**src/rtl/cfg_access_initiator.sv**
```systemverilog
// cfg_access_initiator
// Launches single Avalon-MM configuration reads/writes into the P-tile config
// slave on behalf of software, guarded by a programmable timeout. Software
// drives everything through a small word-addressed CSR block.
module cfg_access_initiator #(
  parameter int ADDR_WIDTH     = 14,
  parameter int DATA_WIDTH     = 32,
  parameter int RESP_WIDTH     = 2,
  parameter int CSR_ADDR_WIDTH = 8,
  parameter int CSR_DATA_WIDTH = 32,
  parameter int TIMEOUT_CYCLES = 65535
) (
  input  logic                        clk_i,
  input  logic                        rstn_i,
  input  logic [CSR_ADDR_WIDTH-1:0]   csr_address_i,
  input  logic                        csr_read_i,
  input  logic                        csr_write_i,
  input  logic [CSR_DATA_WIDTH-1:0]   csr_writedata_i,
  input  logic [CSR_DATA_WIDTH/8-1:0] csr_byteenable_i,
  output logic [CSR_DATA_WIDTH-1:0]   csr_readdata_o,
  output logic                        csr_readdatavalid_o,
  output logic                        csr_waitrequest_o,
  output logic [ADDR_WIDTH-1:0]       cs_address_o,
  output logic [DATA_WIDTH-1:0]       cs_writedata_o,
  output logic                        cs_read_o,
  output logic                        cs_write_o,
  output logic [DATA_WIDTH/8-1:0]     cs_byteenable_o,
  output logic                        cs_burstcount_o,
  input  logic                        cs_waitrequest_i,
  input  logic                        cs_readdatavalid_i,
  input  logic                        cs_writerespvalid_i,
  input  logic [DATA_WIDTH-1:0]       cs_readdata_i,
  input  logic [RESP_WIDTH-1:0]       cs_resp_i,
  output logic                        done_o
);

  localparam int BE_WIDTH = DATA_WIDTH / 8;

  localparam logic [CSR_ADDR_WIDTH-1:0] REG_ADDR     = CSR_ADDR_WIDTH'(0);
  localparam logic [CSR_ADDR_WIDTH-1:0] REG_WDATA    = CSR_ADDR_WIDTH'(1);
  localparam logic [CSR_ADDR_WIDTH-1:0] REG_CTRL     = CSR_ADDR_WIDTH'(2);
  localparam logic [CSR_ADDR_WIDTH-1:0] REG_STATUS   = CSR_ADDR_WIDTH'(3);
  localparam logic [CSR_ADDR_WIDTH-1:0] REG_RDATA    = CSR_ADDR_WIDTH'(4);
  localparam logic [CSR_ADDR_WIDTH-1:0] REG_TO_LIMIT = CSR_ADDR_WIDTH'(5);

  localparam logic [RESP_WIDTH-1:0] RESP_SLVERR = RESP_WIDTH'(2);
  localparam logic [15:0]           LIMIT_RST   = 16'(TIMEOUT_CYCLES);

  typedef enum logic [1:0] {
    ST_IDLE,
    ST_REQ,
    ST_RESP,
    ST_DONE
  } state_t;

  state_t                  state_q;
  logic [ADDR_WIDTH-1:0]   addr_q;
  logic [DATA_WIDTH-1:0]   wdata_q;
  logic [DATA_WIDTH-1:0]   rdata_q;
  logic [15:0]             to_limit_q;
  logic [15:0]             to_cnt_q;
  logic                    rnw_q;
  logic                    done_q;
  logic                    timeout_q;
  logic                    go_err_q;
  logic [RESP_WIDTH-1:0]   resp_q;
  logic [7:0]              stray_q;

  logic                    wr_addr;
  logic                    wr_wdata;
  logic                    wr_ctrl;
  logic                    wr_status;
  logic                    wr_limit;
  logic                    go_req;
  logic                    busy;
  logic                    resp_hit;
  logic                    stray_hit;
  logic                    to_hit;
  logic [15:0]             limit_eff;
  logic [16:0]             cnt_next;
  logic [31:0]             status_word;
  logic [CSR_DATA_WIDTH-1:0] rd_mux;
  logic                    unused_csr_be;

  assign csr_waitrequest_o = 1'b0;
  assign cs_burstcount_o   = 1'b1;
  assign unused_csr_be     = ^csr_byteenable_i;

  // Decode CSR strobes, qualifying responses, stray events and timeout expiry
  always_comb begin
    wr_addr   = csr_write_i && (csr_address_i == REG_ADDR);
    wr_wdata  = csr_write_i && (csr_address_i == REG_WDATA);
    wr_ctrl   = csr_write_i && (csr_address_i == REG_CTRL);
    wr_status = csr_write_i && (csr_address_i == REG_STATUS);
    wr_limit  = csr_write_i && (csr_address_i == REG_TO_LIMIT);
    go_req    = wr_ctrl && csr_writedata_i[0];
    busy      = (state_q == ST_REQ) || (state_q == ST_RESP);
    resp_hit  = (state_q == ST_RESP) &&
                (rnw_q ? cs_readdatavalid_i : cs_writerespvalid_i);
    if (state_q == ST_RESP) begin
      stray_hit = rnw_q ? cs_writerespvalid_i : cs_readdatavalid_i;
    end else begin
      stray_hit = cs_readdatavalid_i || cs_writerespvalid_i;
    end
    limit_eff = (to_limit_q == 16'd0) ? 16'd1 : to_limit_q;
    cnt_next  = {1'b0, to_cnt_q} + 17'd1;
    to_hit    = busy && (cnt_next == {1'b0, limit_eff});
  end

  // Software-owned command registers, frozen while a command is in flight
  always_ff @(posedge clk_i or negedge rstn_i) begin
    if (!rstn_i) begin
      addr_q     <= '0;
      wdata_q    <= '0;
      to_limit_q <= LIMIT_RST;
    end else if (!busy) begin
      if (wr_addr)  addr_q     <= csr_writedata_i[ADDR_WIDTH-1:0];
      if (wr_wdata) wdata_q    <= csr_writedata_i[DATA_WIDTH-1:0];
      if (wr_limit) to_limit_q <= csr_writedata_i[15:0];
    end
  end

  // Command FSM with status bookkeeping; FSM-driven sets override W1C clears
  always_ff @(posedge clk_i or negedge rstn_i) begin
    if (!rstn_i) begin
      state_q         <= ST_IDLE;
      cs_address_o    <= '0;
      cs_writedata_o  <= '0;
      cs_byteenable_o <= '0;
      cs_read_o       <= 1'b0;
      cs_write_o      <= 1'b0;
      done_o          <= 1'b0;
      rnw_q           <= 1'b0;
      rdata_q         <= '0;
      to_cnt_q        <= '0;
      done_q          <= 1'b0;
      timeout_q       <= 1'b0;
      go_err_q        <= 1'b0;
      resp_q          <= '0;
      stray_q         <= '0;
    end else begin
      done_o <= 1'b0;

      if (wr_status) begin
        if (csr_writedata_i[1]) done_q    <= 1'b0;
        if (csr_writedata_i[2]) timeout_q <= 1'b0;
        if (csr_writedata_i[3]) go_err_q  <= 1'b0;
      end

      if (wr_status && csr_writedata_i[16]) begin
        stray_q <= '0;
      end else if (stray_hit && (stray_q != 8'hFF)) begin
        stray_q <= stray_q + 8'd1;
      end

      if (go_req && busy) begin
        go_err_q <= 1'b1;
      end

      case (state_q)
        ST_IDLE, ST_DONE: begin
          state_q <= ST_IDLE;
          if (go_req) begin
            state_q         <= ST_REQ;
            rnw_q           <= csr_writedata_i[1];
            cs_read_o       <= csr_writedata_i[1];
            cs_write_o      <= !csr_writedata_i[1];
            cs_address_o    <= addr_q;
            cs_writedata_o  <= wdata_q;
            cs_byteenable_o <= csr_writedata_i[4 +: BE_WIDTH];
            to_cnt_q        <= '0;
            done_q          <= 1'b0;
            timeout_q       <= 1'b0;
            resp_q          <= '0;
          end
        end
        ST_REQ: begin
          to_cnt_q <= cnt_next[15:0];
          if (to_hit) begin
            cs_read_o  <= 1'b0;
            cs_write_o <= 1'b0;
            timeout_q  <= 1'b1;
            resp_q     <= RESP_SLVERR;
            if (rnw_q) rdata_q <= '1;
            done_q     <= 1'b1;
            done_o     <= 1'b1;
            state_q    <= ST_DONE;
          end else if (!cs_waitrequest_i) begin
            cs_read_o  <= 1'b0;
            cs_write_o <= 1'b0;
            state_q    <= ST_RESP;
          end
        end
        ST_RESP: begin
          to_cnt_q <= cnt_next[15:0];
          if (resp_hit) begin
            if (rnw_q) rdata_q <= cs_readdata_i;
            resp_q  <= cs_resp_i;
            done_q  <= 1'b1;
            done_o  <= 1'b1;
            state_q <= ST_DONE;
          end else if (to_hit) begin
            timeout_q <= 1'b1;
            resp_q    <= RESP_SLVERR;
            if (rnw_q) rdata_q <= '1;
            done_q    <= 1'b1;
            done_o    <= 1'b1;
            state_q   <= ST_DONE;
          end
        end
        default: state_q <= ST_IDLE;
      endcase
    end
  end

  // Assemble the CSR read word for the addressed register
  always_comb begin
    status_word        = '0;
    status_word[0]     = busy;
    status_word[1]     = done_q;
    status_word[2]     = timeout_q;
    status_word[3]     = go_err_q;
    status_word[5:4]   = 2'(resp_q);
    status_word[15:8]  = stray_q;
    rd_mux = '0;
    case (csr_address_i)
      REG_ADDR:     rd_mux = CSR_DATA_WIDTH'(addr_q);
      REG_WDATA:    rd_mux = CSR_DATA_WIDTH'(wdata_q);
      REG_STATUS:   rd_mux = CSR_DATA_WIDTH'(status_word);
      REG_RDATA:    rd_mux = CSR_DATA_WIDTH'(rdata_q);
      REG_TO_LIMIT: rd_mux = CSR_DATA_WIDTH'(to_limit_q);
      default:      rd_mux = '0;
    endcase
  end

  // Fixed one-cycle CSR read return
  always_ff @(posedge clk_i or negedge rstn_i) begin
    if (!rstn_i) begin
      csr_readdata_o      <= '0;
      csr_readdatavalid_o <= 1'b0;
    end else begin
      csr_readdatavalid_o <= csr_read_i;
      csr_readdata_o      <= csr_read_i ? rd_mux : '0;
    end
  end

endmodule
```
**config.mk**
```make
export PLATFORM = sky130hd
export DESIGN_NAME = cfg_access_initiator
export DESIGN_NICKNAME = d
export VERILOG_FILES = /design/src/rtl/cfg_access_initiator.sv
export SDC_FILE = /design/constraint.sdc
export NUM_CORES = 1
export LEC_CHECK = 0
export CORE_ASPECT_RATIO = 1.75
export CORE_MARGIN = 2
export CORE_UTILIZATION = 53
export CTS_CLUSTER_DIAMETER = 150
export DETAILED_ROUTE_END_ITERATION = 10
export GPL_TIMING_DRIVEN = 0
export MAX_ROUTING_LAYER = met4
export PLACE_DENSITY = 0.8
export SLEW_MARGIN = 15
export SYNTH_ARGS = -nofsm -noshare
export SYNTH_HDL_FRONTEND = slang
export SYNTH_SLANG_ARGS = --single-unit
```
**constraint.sdc**
```tcl
create_clock -name clk_i -period 3.1 [get_ports clk_i]
set_clock_uncertainty 0.1 [all_clocks]
set_input_delay 0.93 -clock clk_i [delete_from_list [all_inputs] [get_ports clk_i]]
set_output_delay 0.93 -clock clk_i [all_outputs]
set_load 0.01 [all_outputs]
```
**Word level (Yosys, flattened, before mapping)**

Index checks and enable logic that the tools add are counted.

- Register bits: 212
- Bits of input ports: 85

- Reductions and logical operators: 32
- Bitwise gates (word level): 1
- Add/subtract/negate cells: 2
- Muxes and demuxes: 49
- Equal/unequal tests: 14

Operator list:

| cell | count |
|---|---|
| $mux 32 | 5 |
| $pmux 32 s5 | 1 |
| $pmux 32 s2 | 1 |
| $mux 16 | 2 |
| $pmux 16 s2 | 1 |
| $mux 1 | 23 |
| $add 16x1->17 const B | 1 |
| $eq 17x16->1 | 1 |
| $eq 8x2->1 const B | 2 |
| $eq 8x3->1 const B | 2 |
| $logic_not 16->1 | 1 |
| $mux 8 | 2 |
| $mux 2 | 7 |
| $reduce_and 2->1 | 7 |
| $pmux 2 s3 | 2 |
| $logic_and 1x1->1 | 11 |
| $reduce_bool 2->1 | 5 |
| $ne 3x3->1 const B | 3 |
| $add 8x1->8 const B | 1 |
| $eq 8x1->1 const B | 1 |
| $logic_not 8->1 | 1 |
| $ne 8x8->1 const B | 1 |
| $pmux 1 s2 | 3 |
| $pmux 1 s3 | 2 |
| 9 further kinds | 12 |

**Logic depth before layout (Yosys ltp)**

- Depth after elaboration: 7
- Mapped depth: 10
- Mapped depth without buffers: 9

**Worst setup path before layout**

Ideal clock, no wire load.

- Path type: input to register
- Start point: input port csr_address_i[3]
- End point: register addr_q[10]
- Data arrival time: 2719 ps
- Slack: 156 ps
- Stages on the path: 7
- Cell sequence: nor3_1 nand2_1 nor4_1 and3_1 clkbuf_1 buf_2 mux2_2

- Longest elaborated chain between the ends: 3

RTL lines:

| what | RTL line | text |
|---|---|---|
| from (decl) | 15 | `input logic [CSR_ADDR_WIDTH-1:0] csr_address_i,` |
| $logic_not 8->1 | 91 | `wr_addr = csr_write_i && (csr_address_i == REG_ADDR);` |
| $logic_and 1x1->1 | 91 |  |
| $reduce_and 2->1 (no line) | n/a |  |
| to (signal assigned) | 117 | `if (wr_addr) addr_q <= csr_writedata_i[ADDR_WIDTH-1:0];` |
| to (decl) | 57 | `logic [ADDR_WIDTH-1:0] addr_q;` |

Every way passes these cells.
A chain may end at the register's enable or synchronous reset.

**Final worst setup path**

- Start point: input port csr_address_i[2]
- End point: register wdata_q[6]

- Longest elaborated chain between the ends: 3

RTL lines:

| what | RTL line | text |
|---|---|---|
| $eq 8x1->1 | 92 | `wr_wdata = csr_write_i && (csr_address_i == REG_WDATA);` |
| $logic_and 1x1->1 | 92 |  |
| $reduce_and 2->1 (no line) | n/a |  |
| to (signal assigned) | 118 | `if (wr_wdata) wdata_q <= csr_writedata_i[DATA_WIDTH-1:0];` |
| to (decl) | 58 | `logic [DATA_WIDTH-1:0] wdata_q;` |

Every way passes these cells.

==> summary.md <==
| Metric | Value |
|---|---|
| Overall power | `7.29 mW` |
| Die height | `182 microns` |
| Hold_buf cts | `0` |
| Seq pwr share | `43.6%` |
| Layout fillers | `1329` |
| H-tree depth | `1` |
| Startpoint Class | `primary input` |
| Nets | `1102` |
| Max Freq | `331 MHz` |
| Vias in the first global route | `7823` |
| Final Max Slew Viols | `0` |
| VDD IR-drop max | `434 uV` |
| # setup viols final | `0` |
| Num ports | `173` |
| Maxcap violations | `0` |
| Gr ovfl total | `0` |
| Hold Worst Slack | `0.258 ns` |
| P_leak | `5.38 nW` |
| Ordered list of cells on the worst path | `clkdlybuf4s50_1, nor2b_2, nand3_2, nor2_4, and3_1, clkbuf_1, buf_4, mux2_2` |
| Number of flops mapped to enable cells by yosys | `0` |
| Largest net degree at the start of global routing | `79` |
| Layout cells sized above 1 | `20.8%` |
| Clock tree sinks | `212` |
| Routed len/inst | `21.7 microns` |
| Tot GR Track Use | `29.7%` |
| Syn Area/Cell | `11.7 sq um` |
| Final Wtd Congestion | `0.927` |
| Final min period | `3.03 ns` |
| Port-buffer cells | `165` |
| Max stage delay on crit path | `0.59 ns` |
| Slew headroom | `43.0%` |
| Hold/Removal Path Class | `primary input to asynchronous set/reset pin` |
| Setup CP Type | `primary input to flip-flop` |
| Syn Inst Count | `821` |
| Net switching power | `2.14 mW` |
| First-pass GRT wire length | `43000 microns` |
| Worst-Margin Slew | `0.855 ns` |
| # diodes | `0` |
| CTS tree | `built` |
| Syn Nets | `910` |
| Die ar. | `0.0193 sq mm` |
| Crit end category | `flip-flop` |
| Int Pwr | `5.16 mW` |
| CP Max Fanout | `10` |
| Top-area cell type share of the netlist area | `51.1%` |
| Clock-pin slew on the worst setup and hold paths | `0.06 ns` |
| Worst EP required | `3.37 ns` |
| Root Buffer | `clkbuf_16` |
| Row cnt | `65` |
| Clock power share | `35.9%` |
| Netlist cell types | `63` |
| Pwr/cell area | `586 mW/mm^2` |
| P&R area growth vs syn | `29.6%` |
| Initial antenna violation count | `0` |
| Sw Ratio | `29.3%` |
| Outcome | `completed` |
| Fin worst setup slack | `0.0744 ns` |
| Drt total wl | `27300 microns` |
| Area taken by multi-input logic gates | `0.00396 sq mm` |
| Via Count | `7361` |
| Post-synth top area cell | `dfrtp_1` |
| Ys Warns | `0` |
| Mapped cell area | `0.00960 sq mm` |
| CTS Buf Count | `20` |
| Synth Flop Type | `dfrtp_1` |
| First-pass DRT Iterations | `7` |
| Routed Antenna Nets | `0` |
| Final Cycle Share | `97.6%` |
| Sequential cell area | `0.00533 sq mm` |
| Vias/cell | `5.84` |
| Setup TNS | `0 ns` |
| Async SR Flop Fraction | `100%` |
| Clk buf depth | `3` |
| Initial Util | `53.7%` |
| Flops & latches, synth | `212` |
| Area contributors post-synth | `dfrtp_1 51%, mux2_2 13%, dfstp_2 4.4%` |
| Post-DP HPWL | `19800 microns` |
| Core area | `0.0179 sq mm` |
| Initial drt markers | `452` |
| Pre-CTS setup slack | `-1.31 ns` |
| Final Hold Viols | `0` |
| Register area share after synthesis | `55.4%` |
| Die Span X | `106 microns` |
| Combinational share of power | `20.5%` |
| Worst-Skew Late Latency | `0.50 ns` |
| Worst path buffer plus inverter count | `3` |
| Critical Path AT | `3.30 ns` |
| Drc violations | `0` |
| Cell family with most CP delay | `buffers and inverters` |
| Worst-path cell with the longest stage delay | `clkdlybuf4s50_1` |
==> metrics by stage <==
| stage | std cells | utilization [%] | area, sq um |
|---|---|---|---|
| after global placement | 1220 | 64.5 | 11500 |
| after CTS | 1260 | 69.3 | 12400 |
| after detailed placement | 1222 | 64.9 | 11600 |
| after global routing | 1261 | 69.6 | 12400 |
| after floorplan | 821 | - | 9600 |
| final | 1261 | 69.6 | 12400 |
==> area by class of cell <==
class	instances	share of cell area (%)
sequential	212	42.8
tap	234	2.35
timing repair buffer	173	14.2
clock inverter	6	0.865
clock buffer	30	4.74
inverter	44	1.33
multi-input combinational	515	31.8
buffer	47	1.90
==> placed cells by master, fill, tap and decap left out, types with 16 or more instances in the layout <==
| cell | count |
|---|---|
| clkbuf_16 | 21 |
| nand2_1 | 23 |
| a22oi_1 | 18 |
| xnor2_1 | 18 |
| nand3_1 | 28 |
| nor2_1 | 56 |
| o22ai_1 | 47 |
| o21ai_0 | 25 |
| mux2_2 | 112 |
| mux2i_1 | 35 |
| a21oi_1 | 44 |
| dfrtp_1 | 195 |
| clkdlybuf4s50_1 | 164 |
| inv_1 | 43 |
| clkbuf_1 | 31 |
| dfstp_2 | 16 |
==> sequential cells by signal, indices dropped and copies added, names as in the netlist, 4 cells and up <==
signal,flops
cs_writedata_o,32
csr_readdata_o,32
rdata_q,32
wdata_q,32
to_cnt_q,16
to_limit_q,16
addr_q,14
cs_address_o,14
stray_q,8
cs_byteenable_o,4
==> cells by family after synthesis <==
kind of cell | Yosys count | synth area share, %
other | 2 | 0.0782
AND/OR/NAND/NOR | 160 | 8.36
XOR/XNOR | 31 | 3.13
multiplexers | 147 | 16.8
buffers and inverters | 94 | 4.09
adder cells (fa/ha/maj) | 4 | 0.521
flip-flops | 212 | 55.4
AO/OA/AOI/OAI | 171 | 11.6
==> cells in the mapped netlist, types with 8 or more instances <==
cell / n
xor2_1: 11
dfrtp_1: 196
o22ai_1: 47
o21ai_0: 25
nor2_1: 59
mux2_2: 112
nand4_1: 8
nand3_1: 30
dfstp_2: 16
a22oi_1: 18
mux2i_1: 35
xnor2_1: 18
inv_1: 43
clkbuf_1: 32
nand2_1: 24
a21oi_1: 44
==> routing by layer <==
| layer | track usage [%] | routed length (microns) |
|---|---|---|
| met2 | 52.2 | 14800 |
| met3 | 3.96 | 1340 |
| met4 | 13.1 | 1330 |
| met5 | - | 0 |
| met1 | 33.5 | 9790 |
==> path summary, 6_finish.rpt <==
check,from,end,slack [ns],cells after the start
max,csr_address_i[2],wdata_q[6],0.07,8
min,rstn_i,cs_writedata_o[22],0.26,1
max reg2reg,to_cnt_q[0],done_o,0.11,9
min reg2reg,cs_writedata_o[2],cs_writedata_o[2],0.40,1
max in group asynchronous,rstn_i,to_limit_q[12],1.47,3
min in group clk_i,cs_writedata_o[2],cs_writedata_o[2],0.40,1
==> power by group through the flow <==
stage / combinational, mW / clock (mW) / sequential, mW
3_3_place_gp: 1.40 / 0 / 3.22
6_report: 1.49 / 2.62 / 3.18
4_1_cts: 1.45 / 2.64 / 3.17
3_5_place_dp: 1.43 / 0 / 3.22
2_1_floorplan: 0.932 / 0 / 3.16
5_1_grt: 1.64 / 2.76 / 3.20
==> repair_timing <==
action | CTS | global route
hold endpoints to repair | 0 | 0
buffers inserted | 3 | 3
pin swaps | 3 | 3
setup endpoints to repair | 137 | 114
resized for setup | 19 | 9
Power figures use the tool's default switching activity.
